`src/rtl/score_pkg.sv`:
```
// Shared definitions for the score window loader.
//   NOTE_REST / NOTE_END : note codes, sliced to NOTE_W by users (rest = 0, end = all-ones)
//   TEMPO_MIN            : shortest beat period; covers the two-cycle ROM prefetch
//   state_t              : sequencer states
package score_pkg;

    localparam logic [31:0] NOTE_REST = '0;
    localparam logic [31:0] NOTE_END  = '1;
    localparam int unsigned TEMPO_MIN = 3;

    typedef enum logic [1:0] {
        IDLE,
        PLAY,
        DRAIN,
        DONE
    } state_t;

endpackage

```
`src/rtl/score_window_loader_if.sv`:
```
// ROM fetch bus between the score window loader and the song ROMs.
//   rom_addr : {song, note index}, driven by the loader (master)
//   rom_data : note code, valid one cycle after rom_addr (driven by the ROM, slave)
interface score_window_loader_if #(
    parameter int unsigned NOTE_W = 4,
    parameter int unsigned ADDR_W = 7,
    parameter int unsigned SONG_W = 2
) ();

    logic [SONG_W+ADDR_W-1:0] rom_addr;
    logic [NOTE_W-1:0]        rom_data;

    modport master (
        output rom_addr,
        input  rom_data
    );

    modport slave (
        input  rom_addr,
        output rom_data
    );

endinterface

```
`src/rtl/score_beat_timer.sv`:
```
// Beat period timer for the score window loader.
//   clk, reset : clock, synchronous active-high reset
//   start      : latch tempo_in (clamped to TEMPO_MIN) and restart the count at 0
//   pause      : level, freezes the counter and suppresses tick
//   run        : sequencer is in PLAY or DRAIN; counter is held at 0 otherwise
//   tempo_in   : beat period in cycles
//   tick       : high in the cycle whose clock edge shifts the window
module score_beat_timer
    import score_pkg::*;
#(
    parameter int unsigned TEMPO_W = 26
) (
    input  logic               clk,
    input  logic               reset,
    input  logic               start,
    input  logic               pause,
    input  logic               run,
    input  logic [TEMPO_W-1:0] tempo_in,
    output logic               tick
);

    localparam logic [TEMPO_W-1:0] MIN_PERIOD = TEMPO_W'(TEMPO_MIN);
    localparam logic [TEMPO_W-1:0] ONE        = TEMPO_W'(1);

    logic [TEMPO_W-1:0] period_q;
    logic [TEMPO_W-1:0] cnt_q;
    logic               at_last;

    assign at_last = (cnt_q == period_q - ONE);
    // start wins over a tick that would otherwise land in the same cycle
    assign tick    = run && !pause && !start && at_last;

    always_ff @(posedge clk) begin
        if (reset) begin
            period_q <= MIN_PERIOD;
            cnt_q    <= '0;
        end else if (start) begin
            period_q <= (tempo_in < MIN_PERIOD) ? MIN_PERIOD : tempo_in;
            cnt_q    <= '0;
        end else if (!run) begin
            cnt_q <= '0;
        end else if (!pause) begin
            cnt_q <= at_last ? '0 : cnt_q + ONE;
        end
    end

endmodule

```
`src/rtl/score_window_loader.sv`:
```
// Score sequencer: fetches one note per beat from the song ROM and presents a DEPTH-note
// lookahead window to the note-highway renderer.
//   clk, reset  : clock, synchronous active-high reset
//   start       : pulse, latch song_id/tempo_in and (re)start from note 0
//   pause       : level, freezes beat counter, window, address and state
//   song_id     : song select, sampled on start
//   tempo_in    : beat period in cycles, sampled on start (0..2 run as 3)
//   rom         : ROM fetch bus (master side)
//   window_out  : note[DEPTH-1] (newest) in MSBs .. note[0] (current) in LSBs
//   beat        : 1-cycle pulse on every window shift
//   playing     : high in PLAY or DRAIN
//   song_done   : 1-cycle pulse when the song finishes (or wraps, in loop mode)
// Build option: define SCORE_LOOP_EN to loop the song on the end marker instead of draining.
module score_window_loader
    import score_pkg::*;
#(
    parameter int unsigned NOTE_W  = 4,
    parameter int unsigned DEPTH   = 16,
    parameter int unsigned ADDR_W  = 7,
    parameter int unsigned SONG_W  = 2,
    parameter int unsigned TEMPO_W = 26
) (
    input  logic                      clk,
    input  logic                      reset,
    input  logic                      start,
    input  logic                      pause,
    input  logic [SONG_W-1:0]         song_id,
    input  logic [TEMPO_W-1:0]        tempo_in,
    score_window_loader_if.master     rom,
    output logic [DEPTH*NOTE_W-1:0]   window_out,
    output logic                      beat,
    output logic                      playing,
    output logic                      song_done
);

    localparam int unsigned     CNT_W   = $clog2(DEPTH + 1);
    localparam logic [NOTE_W-1:0] REST  = NOTE_REST[NOTE_W-1:0];
    localparam logic [NOTE_W-1:0] ENDM  = NOTE_END[NOTE_W-1:0];
    localparam logic [ADDR_W-1:0] IDX_MAX = '1;

    state_t                   state_q;
    logic [SONG_W-1:0]        song_q;
    logic [ADDR_W-1:0]        idx_q;
    logic [NOTE_W-1:0]        next_note_q;
    logic                     next_valid_q;
    logic                     fetch_p1_q;
    logic                     fetch_p2_q;
    logic [CNT_W-1:0]         drain_cnt_q;
    logic [DEPTH*NOTE_W-1:0]  window_q;

    logic                     tick;
    logic                     run;
    logic                     at_end;
    logic [NOTE_W-1:0]        ins_note;

    assign run        = (state_q == PLAY) || (state_q == DRAIN);
    // Hitting the last address is treated exactly like fetching the end marker.
    assign at_end     = (next_valid_q && (next_note_q == ENDM)) || (idx_q == IDX_MAX);
    assign ins_note   = next_valid_q ? next_note_q : REST;
    assign rom.rom_addr = {song_q, idx_q};
    assign window_out = window_q;

    score_beat_timer #(
        .TEMPO_W (TEMPO_W)
    ) u_timer (
        .clk      (clk),
        .reset    (reset),
        .start    (start),
        .pause    (pause),
        .run      (run),
        .tempo_in (tempo_in),
        .tick     (tick)
    );

    always_ff @(posedge clk) begin
        if (reset) begin
            state_q      <= IDLE;
            song_q       <= '0;
            idx_q        <= '0;
            next_note_q  <= REST;
            next_valid_q <= 1'b0;
            fetch_p1_q   <= 1'b0;
            fetch_p2_q   <= 1'b0;
            drain_cnt_q  <= '0;
            window_q     <= '0;
            beat         <= 1'b0;
            playing      <= 1'b0;
            song_done    <= 1'b0;
        end else begin
            beat      <= 1'b0;
            song_done <= 1'b0;

            // Address change -> ROM samples next edge -> data captured the edge after.
            fetch_p1_q <= 1'b0;
            fetch_p2_q <= fetch_p1_q;
            if (fetch_p2_q) begin
                next_note_q  <= rom.rom_data;
                next_valid_q <= 1'b1;
            end else if (tick) begin
                next_valid_q <= 1'b0;
            end

            if (start) begin
                state_q      <= PLAY;
                song_q       <= song_id;
                idx_q        <= '0;
                window_q     <= '0;
                fetch_p1_q   <= 1'b1;
                fetch_p2_q   <= 1'b0;
                next_valid_q <= 1'b0;
                drain_cnt_q  <= '0;
                playing      <= 1'b1;
            end else if (tick) begin
                beat <= 1'b1;
                unique case (state_q)
                    PLAY: begin
                        if (at_end) begin
                            window_q <= {REST, window_q[DEPTH*NOTE_W-1:NOTE_W]};
`ifdef SCORE_LOOP_EN
                            idx_q      <= '0;
                            fetch_p1_q <= 1'b1;
                            song_done  <= 1'b1;
`else
                            // The marker beat itself is the first of DEPTH rest beats.
                            state_q     <= DRAIN;
                            drain_cnt_q <= CNT_W'(1);
`endif
                        end else begin
                            window_q   <= {ins_note, window_q[DEPTH*NOTE_W-1:NOTE_W]};
                            idx_q      <= idx_q + ADDR_W'(1);
                            fetch_p1_q <= 1'b1;
                        end
                    end
                    DRAIN: begin
                        window_q <= {REST, window_q[DEPTH*NOTE_W-1:NOTE_W]};
                        if (drain_cnt_q == CNT_W'(DEPTH - 1)) begin
                            state_q   <= DONE;
                            song_done <= 1'b1;
                            playing   <= 1'b0;
                        end else begin
                            drain_cnt_q <= drain_cnt_q + CNT_W'(1);
                        end
                    end
                    default: begin
                    end
                endcase
            end
        end
    end

endmodule

```
`src/flat_wrapper.sv`:
```
// flat-port wrapper written by rule: the top's interface ports become plain ports
module score_window_loader_flat import score_pkg::*;
#(
    parameter int unsigned NOTE_W  = 4,
    parameter int unsigned DEPTH   = 16,
    parameter int unsigned ADDR_W  = 7,
    parameter int unsigned SONG_W  = 2,
    parameter int unsigned TEMPO_W = 26
)
  (clk, reset, start, pause, song_id, tempo_in, window_out, beat, playing, song_done, rom_rom_addr, rom_rom_data);
  score_window_loader_if #(.NOTE_W(NOTE_W), .ADDR_W(ADDR_W), .SONG_W(SONG_W)) rom_i ();
  input  logic clk;
  input  logic reset;
  input  logic start;
  input  logic pause;
  input  logic [SONG_W-1:0] song_id;
  input  logic [TEMPO_W-1:0] tempo_in;
  output logic [DEPTH*NOTE_W-1:0] window_out;
  output logic beat;
  output logic playing;
  output logic song_done;
  output wire logic [$bits(rom_i.rom_addr)-1:0] rom_rom_addr;
  input wire logic [$bits(rom_i.rom_data)-1:0] rom_rom_data;
  assign rom_rom_addr = rom_i.rom_addr;
  assign rom_i.rom_data = rom_rom_data;
  score_window_loader #(.NOTE_W(NOTE_W), .DEPTH(DEPTH), .ADDR_W(ADDR_W), .SONG_W(SONG_W), .TEMPO_W(TEMPO_W)) u_core (.clk(clk), .reset(reset), .start(start), .pause(pause), .song_id(song_id), .tempo_in(tempo_in), .rom(rom_i), .window_out(window_out), .beat(beat), .playing(playing), .song_done(song_done));
endmodule
```
`config.mk`:
```
export PLATFORM = sky130hd
export DESIGN_NAME = score_window_loader_flat
export DESIGN_NICKNAME = d
export VERILOG_FILES = /design/src/rtl/score_pkg.sv /design/src/rtl/score_window_loader_if.sv /design/src/rtl/score_beat_timer.sv /design/src/rtl/score_window_loader.sv /design/src/flat_wrapper.sv
export SDC_FILE = /design/constraint.sdc
export NUM_CORES = 1
export LEC_CHECK = 0
export BUFFER_PORTS_ARGS = -buffer_cell sky130_fd_sc_hd__buf_2
export CAP_MARGIN = 20
export CELL_PAD_IN_SITES_DETAIL_PLACEMENT = 0
export CELL_PAD_IN_SITES_GLOBAL_PLACEMENT = 1
export CORE_MARGIN = 5
export CORE_UTILIZATION = 35
export DETAILED_ROUTE_END_ITERATION = 7
export GPL_TIMING_DRIVEN = 0
export PLACE_DENSITY_LB_ADDON = 0.1
export SLEW_MARGIN = 20
export SYNTH_ARGS = -nofsm -noshare
export SYNTH_HDL_FRONTEND = slang
export SYNTH_SLANG_ARGS = --single-unit
```
`constraint.sdc`:
```
create_clock -name clk -period 4.79 [get_ports clk]
set_input_delay 0.958 -clock clk [delete_from_list [all_inputs] [get_ports clk]]
set_output_delay 0.958 -clock clk [all_outputs]
set_load 0.02 [all_outputs]
```
# [Word level (Yosys, flattened, before mapping)]
# Cells that the tools add are included.
[totals] regBits=142 latchBits=0 mem_bits_rw=0 romBits=0 output_inout_bits=76 memories=0
[classes] n_addsub=4 mul=0 div=0 order_cmp=1 n_eq_ne=11 shifts=0 muxes=25 n_bitwise=4 n_reduce_logical=23
[op_table] operator="$pmux 64 s2" n=1
[op_table] operator="$mux 64" n=1
[op_table] operator="$mux 26" n=2
[op_table] operator="$add 26x1->26 const B" n=1
[op_table] operator="$eq 26x26->1" n=1
[op_table] operator="$lt 26x2->1 const B" n=1
[op_table] operator="$sub 26x1->26 const B" n=1
[op_table] operator="$mux 1" n=14
[op_table] operator="$reduce_and 4->1" n=3
[op_table] operator="$mux 5" n=2
[op_table] operator="$pmux 5 s2" n=1
[op_table] operator="$reduce_bool 2->1" n=5
[op_table] operator="$add 7x1->7 const B" n=1
[op_table] operator="$eq 7x7->1 const B" n=1
[op_table] operator="$reduce_and 3->1" n=2
[op_table] operator="$add 5x1->5 const B" n=1
[op_table] operator="$eq 5x4->1 const B" n=1
[op_table] operator="$eq 4x4->1 const B" n=1
[op_table] operator="$logic_and 1x1->1" n=4
[op_table] operator="$mux 2" n=2
[op_table] operator="$mux 4" n=1
[op_table] operator="$ne 2x2->1 const B" n=2
[op_table] operator="$not 1->1" n=4
[op_table] operator="$pmux 2 s2" n=1
[op_table] operator="12 further kinds" n=14

# [Logic depth before layout (Yosys ltp)]
# Gate-level depths: netlist (run 1).
[logic_depth] depth_word=7 mapped_depth=14

# [Cells and area by module]
# From an unflattened synthesis (run 1), not the netlist that was laid out.
[hier_totals] cells_unflattened=785 hier_area_um2=6557.5
[modules_own_cells] module="score_window_loader" n_inst=1 cells_per_inst=409 area_per_inst_um2=3372.0
[modules_own_cells] module="score_beat_timer" n_inst=1 cells_per_inst=376 area_per_inst_um2=3185.6

# [Least setup slack after synthesis (run 1)]
# No wires, ideal clock.
[synth_timing] path_type="register to register" startpoint="reg u_core.u_timer.period_q[0]" endpoint="reg u_core.idx_q[2]" setup_time_ns=0.070 arrival_time_ns=3.263 required_ns=4.720 slack_ns=1.456 path_stages_with_launch=14 n_path_buf=3 synth_period_minus_slack_ns=3.334 cell_sequence="dfxtp_1 > inv_1 > ha_1 > or4b_1 > buf_2 > or4_4 > o21ai_2 > nand3_1 > nor4_2 > nand4b_1 > buf_6 > buf_6 > or4_1 > a21oi_1"
[synth_between] elab_chain_len=4
[synth_lines] element="from (decl)" line="score_beat_timer.sv:25" text="logic [TEMPO_W-1:0] period_q;"
[synth_lines] element="from (signal assigned)" line="score_beat_timer.sv:38" text="period_q <= (tempo_in < MIN_PERIOD) ? MIN_PERIOD : tempo_in;"
[synth_lines] element="$sub 26x1->26" line="score_beat_timer.sv:29" text="assign at_last = (cnt_q == period_q - ONE);"
[synth_lines] element="$eq 26x26->1" line="score_beat_timer.sv:29"
[synth_lines] element="$logic_and 1x1->1" line="score_beat_timer.sv:31" text="assign tick = run && !pause && !start && at_last;"
[synth_lines] element="$reduce_and 3->1 (no line)"
[synth_lines] element="to (signal assigned)" line="score_window_loader.sv:130" text="idx_q <= idx_q + ADDR_W'(1);"
[synth_lines] element="to (decl)" line="score_window_loader.sv:43" text="logic [ADDR_W-1:0] idx_q;"
# Every way passes these cells.
# A chain may end at the register's enable or synchronous reset.

# [Worst setup path in the final report (run 1)]
[layout_timing] startpoint="reg u_core.u_timer.period_q[0]" endpoint="reg u_core.window_q[16], in the netlist u_core.window_out[16]"
[layout_between] elab_chain_len=4
[layout_lines] element="$sub 26x1->26" line="score_beat_timer.sv:29"
[layout_lines] element="$eq 26x26->1" line="score_beat_timer.sv:29"
[layout_lines] element="$logic_and 1x1->1" line="score_beat_timer.sv:31"
[layout_lines] element="$reduce_and 2->1 (no line)"
[layout_lines] element="to (signal assigned)" line="score_window_loader.sv:118" text="window_q <= {REST, window_q[DEPTH*NOTE_W-1:NOTE_W]};"
[layout_lines] element="to (signal assigned)" line="score_window_loader.sv:129" text="window_q <= {ins_note, window_q[DEPTH*NOTE_W-1:NOTE_W]};"
[layout_lines] element="to (signal assigned)" line="score_window_loader.sv:135" text="window_q <= {REST, window_q[DEPTH*NOTE_W-1:NOTE_W]};"
[layout_lines] element="to (decl)" line="score_window_loader.sv:49" text="logic [DEPTH*NOTE_W-1:0] window_q;"
# Every way passes these cells.

==> results of run 1 <==
-- how the worst max path moves through the flow --
| stage | from | end | slack [ns] | depth (start not counted) |
|---|---|---|---|---|
| after floorplan | u_core.u_timer.period_q[0]$_SDFFE_PP1P_ | u_core.idx_q[2]$_SDFFE_PP0P_ | 1.46 | 13 |
| after global placement | u_core.u_timer.period_q[0]$_SDFFE_PP1P_ | u_core.window_out[20]$_SDFFE_PP0P_ | 0.70 | 14 |
| after detailed placement | u_core.u_timer.period_q[0]$_SDFFE_PP1P_ | u_core.window_out[18]$_SDFFE_PP0P_ | 0.71 | 14 |
| after CTS | u_core.u_timer.period_q[0]$_SDFFE_PP1P_ | u_core.window_out[16]$_SDFFE_PP0P_ | 0.70 | 14 |
| after global routing | u_core.u_timer.period_q[0]$_SDFFE_PP1P_ | u_core.window_out[6]$_SDFFE_PP0P_ | 0.34 | 14 |
| final | u_core.u_timer.period_q[0]$_SDFFE_PP1P_ | u_core.window_out[16]$_SDFFE_PP0P_ | 0.68 | 14 |
-- critical path, delay by kind of cell, from the launching register on --
| family | cells | cell delay, ns |
|---|---|---|
| adder cells (fa/ha/maj) | 1 | 0.31 |
| flip-flops | 1 | 0.38 |
| AND/OR/NAND/NOR | 4 | 1.09 |
| AO/OA/AOI/OAI | 4 | 0.79 |
| buffers and inverters | 5 | 1.45 |
-- cell families after synthesis --
logic type / Yosys count
AND/OR/NAND/NOR: 319
AO/OA/AOI/OAI: 203
flip-flops: 142
buffers and inverters: 75
XOR/XNOR: 49
multiplexers: 32
adder cells (fa/ha/maj): 7
-- metal layers --
| metal | wire length, um | global-route usage (%) | part of all wire, % |
|---|---|---|---|
| met1 | 10700 | 28.0 | 51 |
| met5 | 0 | 0 | 0 |
| met3 | 1060 | 4.83 | 5.1 |
| met4 | 188 | 4.07 | 0.90 |
| met2 | 8970 | 27.7 | 43 |
-- flip-flops by register name (all words and copies together), names as in the netlist --
register                 count
u_core.window_out           64
u_core.u_timer.cnt_q        26
u_core.u_timer.period_q     26
u_core.idx_q                 7
u_core.drain_cnt_q           5
u_core.next_note_q           4
u_core.song_q                2
u_core.state_q               2
u_core.beat                  1
u_core.fetch_p1_q            1
u_core.fetch_p2_q            1
u_core.next_valid_q          1
u_core.playing               1
u_core.song_done             1
-- stage by stage --
stage,util (%),area (um2)
2_1_floorplan,-,6790
3_3_place_gp,39.7,7660
3_5_place_dp,39.7,7660
4_1_cts,42.7,8230
5_1_grt,42.7,8230
6_report,42.7,8230
-- power by group --
part	total (mW)	switching (mW)	internal, mW
Combinational	0.195	0.124	0.0713
Clock	1.31	0.547	0.766
Sequential	1.22	0.0231	1.20
Total	2.73	0.694	2.03
-- cells in the final DEF, fill, tap and decap left out, drive strengths merged, types with 3 or more instances in the layout --
cell / Yosys / routed
xor2: 18 / 18
or3: 7 / 7
o31ai: 6 / 6
nor2: 88 / 88
nor2b: 12 / 12
nand4b: 7 / 7
o21ai: 84 / 84
dfxtp: 142 / 142
nor4: 19 / 19
ha: 7 / 7
clkinv: 0 / 7
mux2i: 32 / 32
a21oi: 84 / 84
clkbuf: 51 / 69
or4: 7 / 7
nand3: 90 / 90
xnor2: 31 / 31
a21boi: 3 / 3
a31oi: 3 / 3
nand2: 27 / 27
buf: 12 / 120
nand4: 15 / 15
o311ai: 3 / 3
nor3: 14 / 14
and3: 10 / 10
inv: 12 / 15
and2: 5 / 5
or2: 3 / 3
-- final cells by class --
type / instances / area (um2)
Clock inverter: 14 / 140
Fill cell: 2048 / 11000
Clock buffer: 18 / 429
Sequential cell: 142 / 2840
Multi-Input combinational cell: 610 / 3630
Inverter: 12 / 45.0
Buffer: 63 / 267
Tap cell: 265 / 332
Timing Repair Buffer: 108 / 541
==> results.sh, run 1 <==
export IMPL_cp_max_fo=10
export IMPL_coreArea_um2=19300
export IMPL_clock_skew_ns=0.0113
export IMPL_drt_iter0_markers=398
export IMPL_dieArea_um2=22300
export IMPL_overflow=0
export IMPL_drv_cap=0
export IMPL_route_detailed_drc=0
export IMPL_grt_setup_unrepaired="false"
export IMPL_dr_pass1_iters=5
export IMPL_syn_instance_count=827
export IMPL_fin_crit_sh_pct=85.7
export IMPL_synth_xor_area_share_pct=6.32
export IMPL_pre_cts_ws_ns=0.715
export IMPL_startpoint_type="flip-flop"
export IMPL_htreeDepth=4
export IMPL_min_period_ns=4.11
export IMPL_r2r_end="u_core.window_out[16]$_SDFFE_PP0P_"
export IMPL_grt_use_total_pct=18.9
export IMPL_clock_sinks=142
export IMPL_fp_dieW_um=149
export IMPL_gp_congestion=0.808
export IMPL_power_density_nw_per_um2=332
export IMPL_synthMostInstantiatedCell="dfxtp_1"
export IMPL_die_h_um=149
export IMPL_grt_pass1_vias=6210
export IMPL_min_to="u_core.fetch_p2_q$_SDFF_PP0_"
export IMPL_cts_made_buffers=17
export IMPL_diodes=0
export IMPL_grt_pass1_wl_mm=33.7
export IMPL_outcome="complete, no violations"
export IMPL_synth_ff_type="dfxtp_1"
export IMPL_synth_adder_area_share_pct=1.29
export IMPL_worst_pin_slew_ns=0.929
export IMPL_fin_nets=997
export IMPL_vias=6386
export IMPL_fp_row_count=51
export IMPL_drive_gt1_share_pct=16.4
export IMPL_antenna_found_initial=1
export IMPL_synth_edf_count=0
export IMPL_synth_lib_cells_used_distinct=59
export IMPL_synth_avg_cell_area_um2=8.20
export IMPL_pin_count=112
export IMPL_min_delay_path_depth=1
export IMPL_synthSimpleGateAreaFrac_pct=24.5
export IMPL_postCtsSetupBuffers=0
export IMPL_r2r_cells=14
export IMPL_netlist_area_um2=6790
export IMPL_clk_pin_slew_worst_paths_ns=0.06
export IMPL_required_ns=5.15
export IMPL_syn_to_final_growth_pct=21.2
export IMPL_initial_core_util_pct=35.2
export IMPL_min_from="u_core.fetch_p1_q$_SDFF_PP0_"
export IMPL_synth_top_area_cell="dfxtp_1"
export IMPL_synthMuxAreaShare_pct=4.72
export IMPL_p_leak_nw=3.04
export IMPL_max_slew_margin_pct=38.0
export IMPL_syn_num_nets=870
export IMPL_synth_area_leaders="dfxtp_1 42%, nand3_1 6.6%, a21oi_1 6.2%, o21ai_0 6.1%, nor2_1 4.9%"
export IMPL_async_reset_ff_share_pct=0
export IMPL_timing_fmax_ghz=0.243
export IMPL_cts_tree="yes"
export IMPL_cp_slowest_cell="clkbuf_1"
export IMPL_dp_hpwl_mm=15.5
export IMPL_totalPowerFinal_mw=2.73
export IMPL_via_per_inst=5.18
export IMPL_irDropWorstVdd_mv=0.219
export IMPL_ff2ff_setup_slack_ns=0.68
export IMPL_synth_top_family_by_area="simple AND/OR/NAND/NOR gates"
export IMPL_fin_ws_ns=0.683
export IMPL_root_buffer="clkbuf_16"
export IMPL_worst_skew_pair_late_latency_ns=0.43
export IMPL_fin_setup_tns_ns=0
export IMPL_finalNonFillerCells=1232
export IMPL_wire_per_inst_um=17.0
export IMPL_path_cells="inv_1 > ha_1 > or4b_1 > buf_2 > o21a_1 > or3_1 > a21oi_1 > o221a_2 > and3_1 > clkbuf_1 > clkbuf_1 > buf_1 > nand3_1 > a21oi_1"
export IMPL_cp_data_arrival_time_ns=4.46
export IMPL_postCtsHoldBufs=0
export IMPL_crit_type="reg -> reg"
export IMPL_ant_nets=0
export IMPL_setup_worst_path_end_class="flip-flop"
export IMPL_yosysTopAreaCellShare_pct=41.9
export IMPL_slew_viol_final=0
export IMPL_port_buffers=108
export IMPL_synth_compound_area_share_pct=16.7
export IMPL_synth_top_cells_by_count="142 x dfxtp_1, 90 x nand3_1, 88 x nor2_1"
export IMPL_numPlacedInstances=1200
export IMPL_synth_warnings=0
export IMPL_hold_viol_final=0
export IMPL_cts_resized=0
export IMPL_critical_path_max_stage_delay_ns=0.50
export IMPL_cts_path_max_buffers=2
export IMPL_ys_ff_latch=142
export IMPL_finalSetupViolCount=0
export IMPL_grt_max_degree=17
export IMPL_ys_seq_area_share_pct=41.9
export IMPL_worstReg2RegStart="u_core.u_timer.period_q[0]$_SDFFE_PP1P_"
export IMPL_wl_mm=20.9
export IMPL_holdCritPathClass="reg -> reg"
export IMPL_hold_ws_ns=0.431
No activity file was read; power rests on OpenSTA's default activity.
==> run 2: changes to the inputs <==
--- a/config.mk
+++ b/config.mk
@@ -17,4 +17,5 @@
 export SLEW_MARGIN = 20
 export SYNTH_ARGS = -nofsm -noshare
 export SYNTH_HDL_FRONTEND = slang
+export SYNTH_HIERARCHICAL = 1
 export SYNTH_SLANG_ARGS = --single-unit
==> run 2 against run 1 <==
Via count down 7.8%. Critical path depth up 3. Hold slack better by 0.014 ns. Wire length down 13%. Global-route usage down 2.5 points.
==> results.sh, run 2 <==
export IMPL_worst_skew_pair_late_latency_ns=0.41
export IMPL_layout_common_cells="159 x nand2_1, 142 x dfxtp_1, 115 x buf_2"
export IMPL_grt_setup_unrepaired="false"
export IMPL_syn_to_final_growth_pct=21.4
export IMPL_clk_pin_slew_worst_paths_ns=0.06
export IMPL_largest_register_ffs=64
export IMPL_finalSetupViolCount=0
export IMPL_diodes=0
export IMPL_postCtsHoldBufs=0
export IMPL_synth_lib_cells_used_distinct=55
export IMPL_initial_core_util_pct=35.3
export IMPL_postCtsSetupBuffers=0
export IMPL_cts_made_buffers=17
export IMPL_cts_tree="yes"
export IMPL_ant_nets=0
export IMPL_power_internal_mw=1.95
export IMPL_hold_viol_final=0
export IMPL_clockPowerShare_pct=47.0
export IMPL_synth_avg_cell_area_um2=8.35
export IMPL_pin_count=112
export IMPL_p_sw_share_pct=25.6
export IMPL_timing_fmax_ghz=0.234
export IMPL_route_detailed_drc=0
export IMPL_outcome="complete, no violations"
export IMPL_irDropWorstVdd_mv=0.233
export IMPL_holdCritPathClass="reg -> reg"
export IMPL_grt_pass1_vias=5677
export IMPL_grt_pass1_wl_mm=28.9
export IMPL_netlist_area_um2=6560
export IMPL_fp_row_count=50
export IMPL_drt_iter0_markers=257
export IMPL_yosysTopAreaCellShare_pct=43.4
export IMPL_p_switching_uw=670
export IMPL_min_period_ns=4.28
export IMPL_root_buffer="clkbuf_16"
export IMPL_wl_mm=18.1
export IMPL_cts_path_max_buffers=2
export IMPL_clock_skew_ns=0.00978
export IMPL_drive_gt1_share_pct=18.9
export IMPL_syn_num_nets=828
export IMPL_fp_dieW_um=147
export IMPL_power_density_nw_per_um2=329
export IMPL_clock_sinks=142
export IMPL_synth_ff_type="dfxtp_1"
export IMPL_syn_instance_count=785
export IMPL_synth_warnings=6
export IMPL_grt_max_degree=17
export IMPL_fin_setup_tns_ns=0
export IMPL_worst_pin_slew_ns=0.757
export IMPL_cp_max_fo=9
export IMPL_required_ns=5.13
export IMPL_ys_seq_area_share_pct=43.4
export IMPL_port_buffers=110
export IMPL_async_reset_ff_share_pct=0
export IMPL_fin_crit_sh_pct=89.3
export IMPL_synth_area_leaders="dfxtp_1 43%, nand2_1 9.1%, a21oi_1 5.5%, mux2i_1 4.9%, xnor2_1 4.7%"
export IMPL_dieArea_um2=21600
export IMPL_synth_top_cells_by_count="159 x nand2_1, 142 x dfxtp_1, 72 x a21oi_1"
export IMPL_combPwrFrac_pct=6.5
export IMPL_final_core_util_pct=42.8
export IMPL_p_leak_nw=3.02
export IMPL_fin_nets=957
export IMPL_startpoint_type="flip-flop"
export IMPL_final_common_cell="nand2_1"
export IMPL_crit_type="reg -> reg"
export IMPL_dr_pass1_iters=5
export IMPL_dp_hpwl_mm=13.7
export IMPL_cp_data_arrival_time_ns=4.62
export IMPL_setup_worst_path_end_class="flip-flop"
export IMPL_slew_viol_final=0
export IMPL_max_slew_margin_pct=49.2
export IMPL_synth_edf_count=0
export IMPL_seq_power_share_pct=46.5
export IMPL_antenna_found_initial=0
export IMPL_ys_ff_latch=142
export IMPL_grt_use_total_pct=16.4
export IMPL_vias=5887
export IMPL_gp_congestion=0.886
export IMPL_overflow=0
export IMPL_synthMostInstantiatedCell="nand2_1"
export IMPL_fillers=1886
export IMPL_via_per_inst=5.07
export IMPL_wire_per_inst_um=15.6
export IMPL_cts_resized=0
export IMPL_drv_cap=0
export IMPL_die_h_um=147
export IMPL_synth_top_area_cell="dfxtp_1"
export IMPL_coreArea_um2=18600
export IMPL_htreeDepth=4
[run 2: changes by cell type in the layout (fill, tap and decap cells not counted), moves of 11 or more]
cell	change
nor2_1	-21
a21oi_1	-12
nand2_1	+132
o21ai_0	-72
nor3_2	+11
xor2_1	+11
nor3_1	+15
clkbuf_1	-20
nand3_1	-70
[run 2: cell type report]
class	count	area (um2)	area share, %
plain buffers	46	201	2.53
clock buffers	18	439	5.52
clock inverters	14	111	1.40
inverters	10	37.5	0.472
multi-input cells	587	3480	43.8
flip-flops and latches	142	2840	35.7
well taps	234	293	3.68
repair buffers	110	551	6.92
[run 2: cells by family (layout without fill, tap and decap cells)]
kind of cell | after synthesis | in the layout | share of synthesized area [%]
flip-flops | 142 | 142 | 43.4
AND/OR/NAND/NOR | 368 | 368 | 27.6
XOR/XNOR | 64 | 64 | 8.55
buffers and inverters | 56 | 198 | 3.64
adder cells (fa/ha/maj) | 7 | 7 | 1.34
AO/OA/AOI/OAI | 116 | 116 | 10.6
multiplexers | 32 | 32 | 4.88
[run 2: per-stage QoR]
| stage | hold WS (ns) | instance area, um2 | std cells | setup slack, ns | total power, mW |
|---|---|---|---|---|---|
| final | 0.445 | 7960 | 1161 | 0.513 | 2.62 |
| after global routing | 0.463 | 7960 | 1161 | 0.0852 | 2.73 |
| after CTS | 0.449 | 7950 | 1161 | 0.287 | 2.65 |
| after detailed placement | 0.433 | 7400 | 1129 | 0.312 | 1.41 |
| after global placement | 0.427 | 7400 | 1129 | 0.339 | 1.41 |
| after floorplan | 0.406 | 6560 | 785 | 1.45 | 1.35 |
[run 2: metal layers]
layer  global-route usage [%]  vias up  share of wire [%]
li1                         -     2968                  -
met1                     20.1     2782                 45
met2                     28.2      113                 50
met3                     3.82       24                3.6
met4                     5.79        0                2.2
met5                        0        -                  0
[run 2: path summary, 6_finish.rpt]
check | start | endpoint | slack, ns | cells past startpoint
setup reg to reg | u_core/u_timer/period_q[0]$_SDFFE_PP1P_ | u_core/window_out[63]$_SDFFE_PP0P_ | 0.51 | 17
setup / recovery | u_core/u_timer/period_q[0]$_SDFFE_PP1P_ | u_core/window_out[63]$_SDFFE_PP0P_ | 0.51 | 17
hold reg to reg | u_core/fetch_p1_q$_SDFF_PP0_ | u_core/fetch_p2_q$_SDFF_PP0_ | 0.45 | 1
hold / removal | u_core/fetch_p1_q$_SDFF_PP0_ | u_core/fetch_p2_q$_SDFF_PP0_ | 0.45 | 1
[run 2: power by group through the flow]
stage	registers (mW)	logic [mW]	clock network, mW
final	1.22	0.171	1.23
after global routing	1.22	0.190	1.32
after CTS	1.22	0.171	1.26
after detailed placement	1.24	0.170	0
after global placement	1.24	0.167	0
after floorplan	1.24	0.115	0
[run 2: worst max-delay path, cell delays in order (launching register included)]
cell and delay, ns:
dfxtp_1 0.38, inv_1 0.08, ha_1 0.13, buf_2 0.19
or4b_2 0.70, nor2_1 0.26, and3b_1 0.21, o21ai_0 0.08
nor4_1 0.31, o211ai_1 0.17, nor4_1 0.29, buf_2 0.28
nor2b_1 0.14, buf_2 0.22, nand3b_1 0.09, nor3_1 0.32
nand2_1 0.17, a21oi_1 0.18
==> run 3: changes to the inputs <==
--- a/config.mk
+++ b/config.mk
@@ -5,12 +5,14 @@
 export SDC_FILE = /design/constraint.sdc
 export NUM_CORES = 1
 export LEC_CHECK = 0
+export ABC_AREA = 1
 export BUFFER_PORTS_ARGS = -buffer_cell sky130_fd_sc_hd__buf_2
 export CAP_MARGIN = 20
 export CELL_PAD_IN_SITES_DETAIL_PLACEMENT = 0
 export CELL_PAD_IN_SITES_GLOBAL_PLACEMENT = 1
 export CORE_MARGIN = 5
 export CORE_UTILIZATION = 35
+export CTS_CLUSTER_SIZE = 25
 export DETAILED_ROUTE_END_ITERATION = 7
 export GPL_TIMING_DRIVEN = 0
 export PLACE_DENSITY_LB_ADDON = 0.1
==> run 3 against run 2 <==
Cell count rose by 27%. Hold slack got worse by 0.036 ns. Critical path type unchanged. Utilization rose by 0.072 points. Sequential share of layout area fell by 4.1 points. Sequential power barely moved. Synthesized area rose by 14%. Fmax rose by 28%. Global-route usage rose by 1.4 points. First-iteration DRC count rose by 9.3%.
==> results.sh, run 3 <==
export IMPL_timing_fmax_ghz=0.299
export IMPL_outcome="complete, no violations"
export IMPL_numPlacedInstances=1443
export IMPL_min_period_ns=3.34
export IMPL_irDropWorstVdd_mv=0.226
export IMPL_holdCritPathClass="reg -> reg"
export IMPL_synthMostInstantiatedCell="nand2_1"
export IMPL_grt_setup_unrepaired="false"
export IMPL_drt_iter0_markers=281
export IMPL_synth_avg_cell_area_um2=7.04
export IMPL_fillers=2274
export IMPL_grt_use_total_pct=17.8
export IMPL_dp_hpwl_mm=16.7
export IMPL_pin_count=112
export IMPL_synth_lib_cells_used_distinct=40
export IMPL_diodes=0
export IMPL_fin_nets=1230
export IMPL_dr_pass1_iters=5
export IMPL_worst_pin_slew_ns=0.670
export IMPL_cp_data_arrival_time_ns=3.70
export IMPL_totalPowerFinal_mw=2.89
export IMPL_cp_slowest_cell="dfxtp_1"
export IMPL_coreArea_um2=21000
export IMPL_ys_seq_area_share_pct=38.2
export IMPL_worst_skew_pair_late_latency_ns=0.42
export IMPL_max_slew_margin_pct=55.0
export IMPL_synth_edf_count=0
export IMPL_fin_crit_sh_pct=69.8
export IMPL_synth_ff_type="dfxtp_1"
export IMPL_path_cells="inv_1 > ha_1 > nand2_2 > nor2_4 > buf_6 > nor2_1 > nor2_1 > nand2_1 > nor2_1 > nand2_1 > nor2_2 > nand3_2 > nor2_2 > nand2_2 > nor3_1 > buf_6 > inv_4 > nor2_8 > clkbuf_1 > o21ai_0 > nor2_1"
export IMPL_final_core_util_pct=42.9
export IMPL_finalSetupViolCount=0
export IMPL_slew_viol_final=0
export IMPL_synth_top_cells_by_count="216 x nand2_1, 194 x nor2_1, 142 x dfxtp_1"
export IMPL_critical_path_max_stage_delay_ns=0.37
export IMPL_wire_per_inst_um=14.4
export IMPL_fp_row_count=53
export IMPL_syn_to_final_growth_pct=20.8
export IMPL_dieArea_um2=24300
export IMPL_grt_max_degree=17
export IMPL_die_h_um=156
export IMPL_ys_ff_latch=142
export IMPL_cts_path_max_buffers=2
export IMPL_async_reset_ff_share_pct=0
export IMPL_root_buffer="clkbuf_16"
export IMPL_cts_resized=0
export IMPL_cp_max_fo=10
export IMPL_required_ns=5.15
export IMPL_synth_top_area_cell="dfxtp_1"
export IMPL_via_per_inst=4.65
export IMPL_layout_common_cells="216 x nand2_1, 194 x nor2_1, 142 x dfxtp_1"
export IMPL_multiInputGateArea_um2=4000
export IMPL_yosysTopAreaCellShare_pct=38.2
export IMPL_ant_nets=0
export IMPL_grt_pass1_vias=6608
export IMPL_seqCellArea_um2=2840
export IMPL_clock_sinks=142
export IMPL_cts_tree="yes"
export IMPL_overflow=0
export IMPL_synth_area_leaders="dfxtp_1 38%, nand2_1 11%, nor2_1 9.8%, nor2_2 7.6%, o21ai_0 5.3%"
export IMPL_power_density_nw_per_um2=321
export IMPL_postCtsHoldBufs=0
export IMPL_hold_viol_final=0
export IMPL_wl_mm=21.2
export IMPL_route_detailed_drc=0
export IMPL_grt_pass1_wl_mm=34.4
export IMPL_startpoint_type="flip-flop"
export IMPL_fin_setup_tns_ns=0
export IMPL_final_common_cell="nand2_1"
export IMPL_largest_register_ffs=64
export IMPL_cts_made_buffers=17
export IMPL_syn_instance_count=1057
export IMPL_synth_warnings=6
export IMPL_finalNonFillerCells=1475
export IMPL_gp_congestion=0.810
export IMPL_htreeDepth=4
export IMPL_syn_num_nets=1100
export IMPL_netlist_area_um2=7440
export IMPL_crit_type="reg -> reg"
export IMPL_clock_skew_ns=0.0126
export IMPL_clk_pin_slew_worst_paths_ns=0.07
export IMPL_cpMostUsedCell="nor2_1"
export IMPL_vias=6853
export IMPL_fp_dieW_um=156
export IMPL_hold_ws_ns=0.409
export IMPL_drv_cap=0
export IMPL_initial_core_util_pct=35.5
export IMPL_setup_worst_path_end_class="flip-flop"
export IMPL_p_leak_nw=4.20
export IMPL_drive_gt1_share_pct=24.0
export IMPL_postCtsSetupBuffers=0
export IMPL_port_buffers=111
export IMPL_antenna_found_initial=0
[run 3: changes by cell type after synthesis, sizes merged, moves of 11 or more]
cell | before | now
inv | 10 | 94
a21oi | 72 | 26
o21ai | 11 | 82
clkbuf | 32 | 10
nor2 | 67 | 293
nand3 | 20 | 50
nor3 | 40 | 9
buf | 14 | 25
mux2i | 32 | 0
xnor2 | 35 | 10
nand2 | 160 | 225
[run 3: final timing paths]
path                                           startpoint                            endpoint  slack, ns  cells after the start
hold / removal               u_core/fetch_p1_q$_SDFF_PP0_        u_core/fetch_p2_q$_SDFF_PP0_       0.41                      2
hold reg to reg              u_core/fetch_p1_q$_SDFF_PP0_        u_core/fetch_p2_q$_SDFF_PP0_       0.41                      2
setup reg to reg  u_core/u_timer/period_q[0]$_SDFFE_PP1P_  u_core/window_out[39]$_SDFFE_PP0P_       1.45                     21
setup / recovery  u_core/u_timer/period_q[0]$_SDFFE_PP1P_  u_core/window_out[39]$_SDFFE_PP0P_       1.45                     21
[run 3: metrics by stage]
stage | setup slack (ns) | area [um2]
2_1_floorplan | 2.11 | 7440
3_3_place_gp | 1.38 | 8340
3_5_place_dp | 1.43 | 8340
4_1_cts | 1.42 | 8990
5_1_grt | 1.08 | 8990
6_report | 1.45 | 8990
[run 3: worst max-delay path: cells and delay by family, from the launching register on]
kind | cells | cell delay (ns)
simple gates | 14 | 1.61
flops | 1 | 0.37
buf+inv | 5 | 0.91
fa+ha+maj | 1 | 0.27
compound gates | 1 | 0.14
[run 3: kinds of logic after synthesis]
logic type	after synthesis	share of synthesized area (%)
flip-flops	142	38.2
buffers and inverters	131	8.05
AO/OA/AOI/OAI	126	9.21
XOR/XNOR	45	5.66
adder cells (fa/ha/maj)	7	1.18
AND/OR/NAND/NOR	606	37.7
[run 3: report_power, final]
part           total [mW]  switching (mW)  internal, mW
clock                1.44           0.594         0.850
sequential           1.23          0.0267          1.20
combinational       0.216           0.139        0.0774
[run 3: cell type report]
class,count,share of cell area (%)
buffer,35,2.60
multi-input combinational,784,44.5
inverter,96,4.06
timing repair buffer,111,6.18
tap,275,3.83
clock buffer,17,4.73
sequential,142,31.6
clock inverter,15,2.45
[run 3: layer usage]
metal  part of all wire, %  track usage [%]
met1                    46             22.7
met4                   1.2             4.71
met3                   4.0             3.38
met2                    49             31.0
met5                     0                0
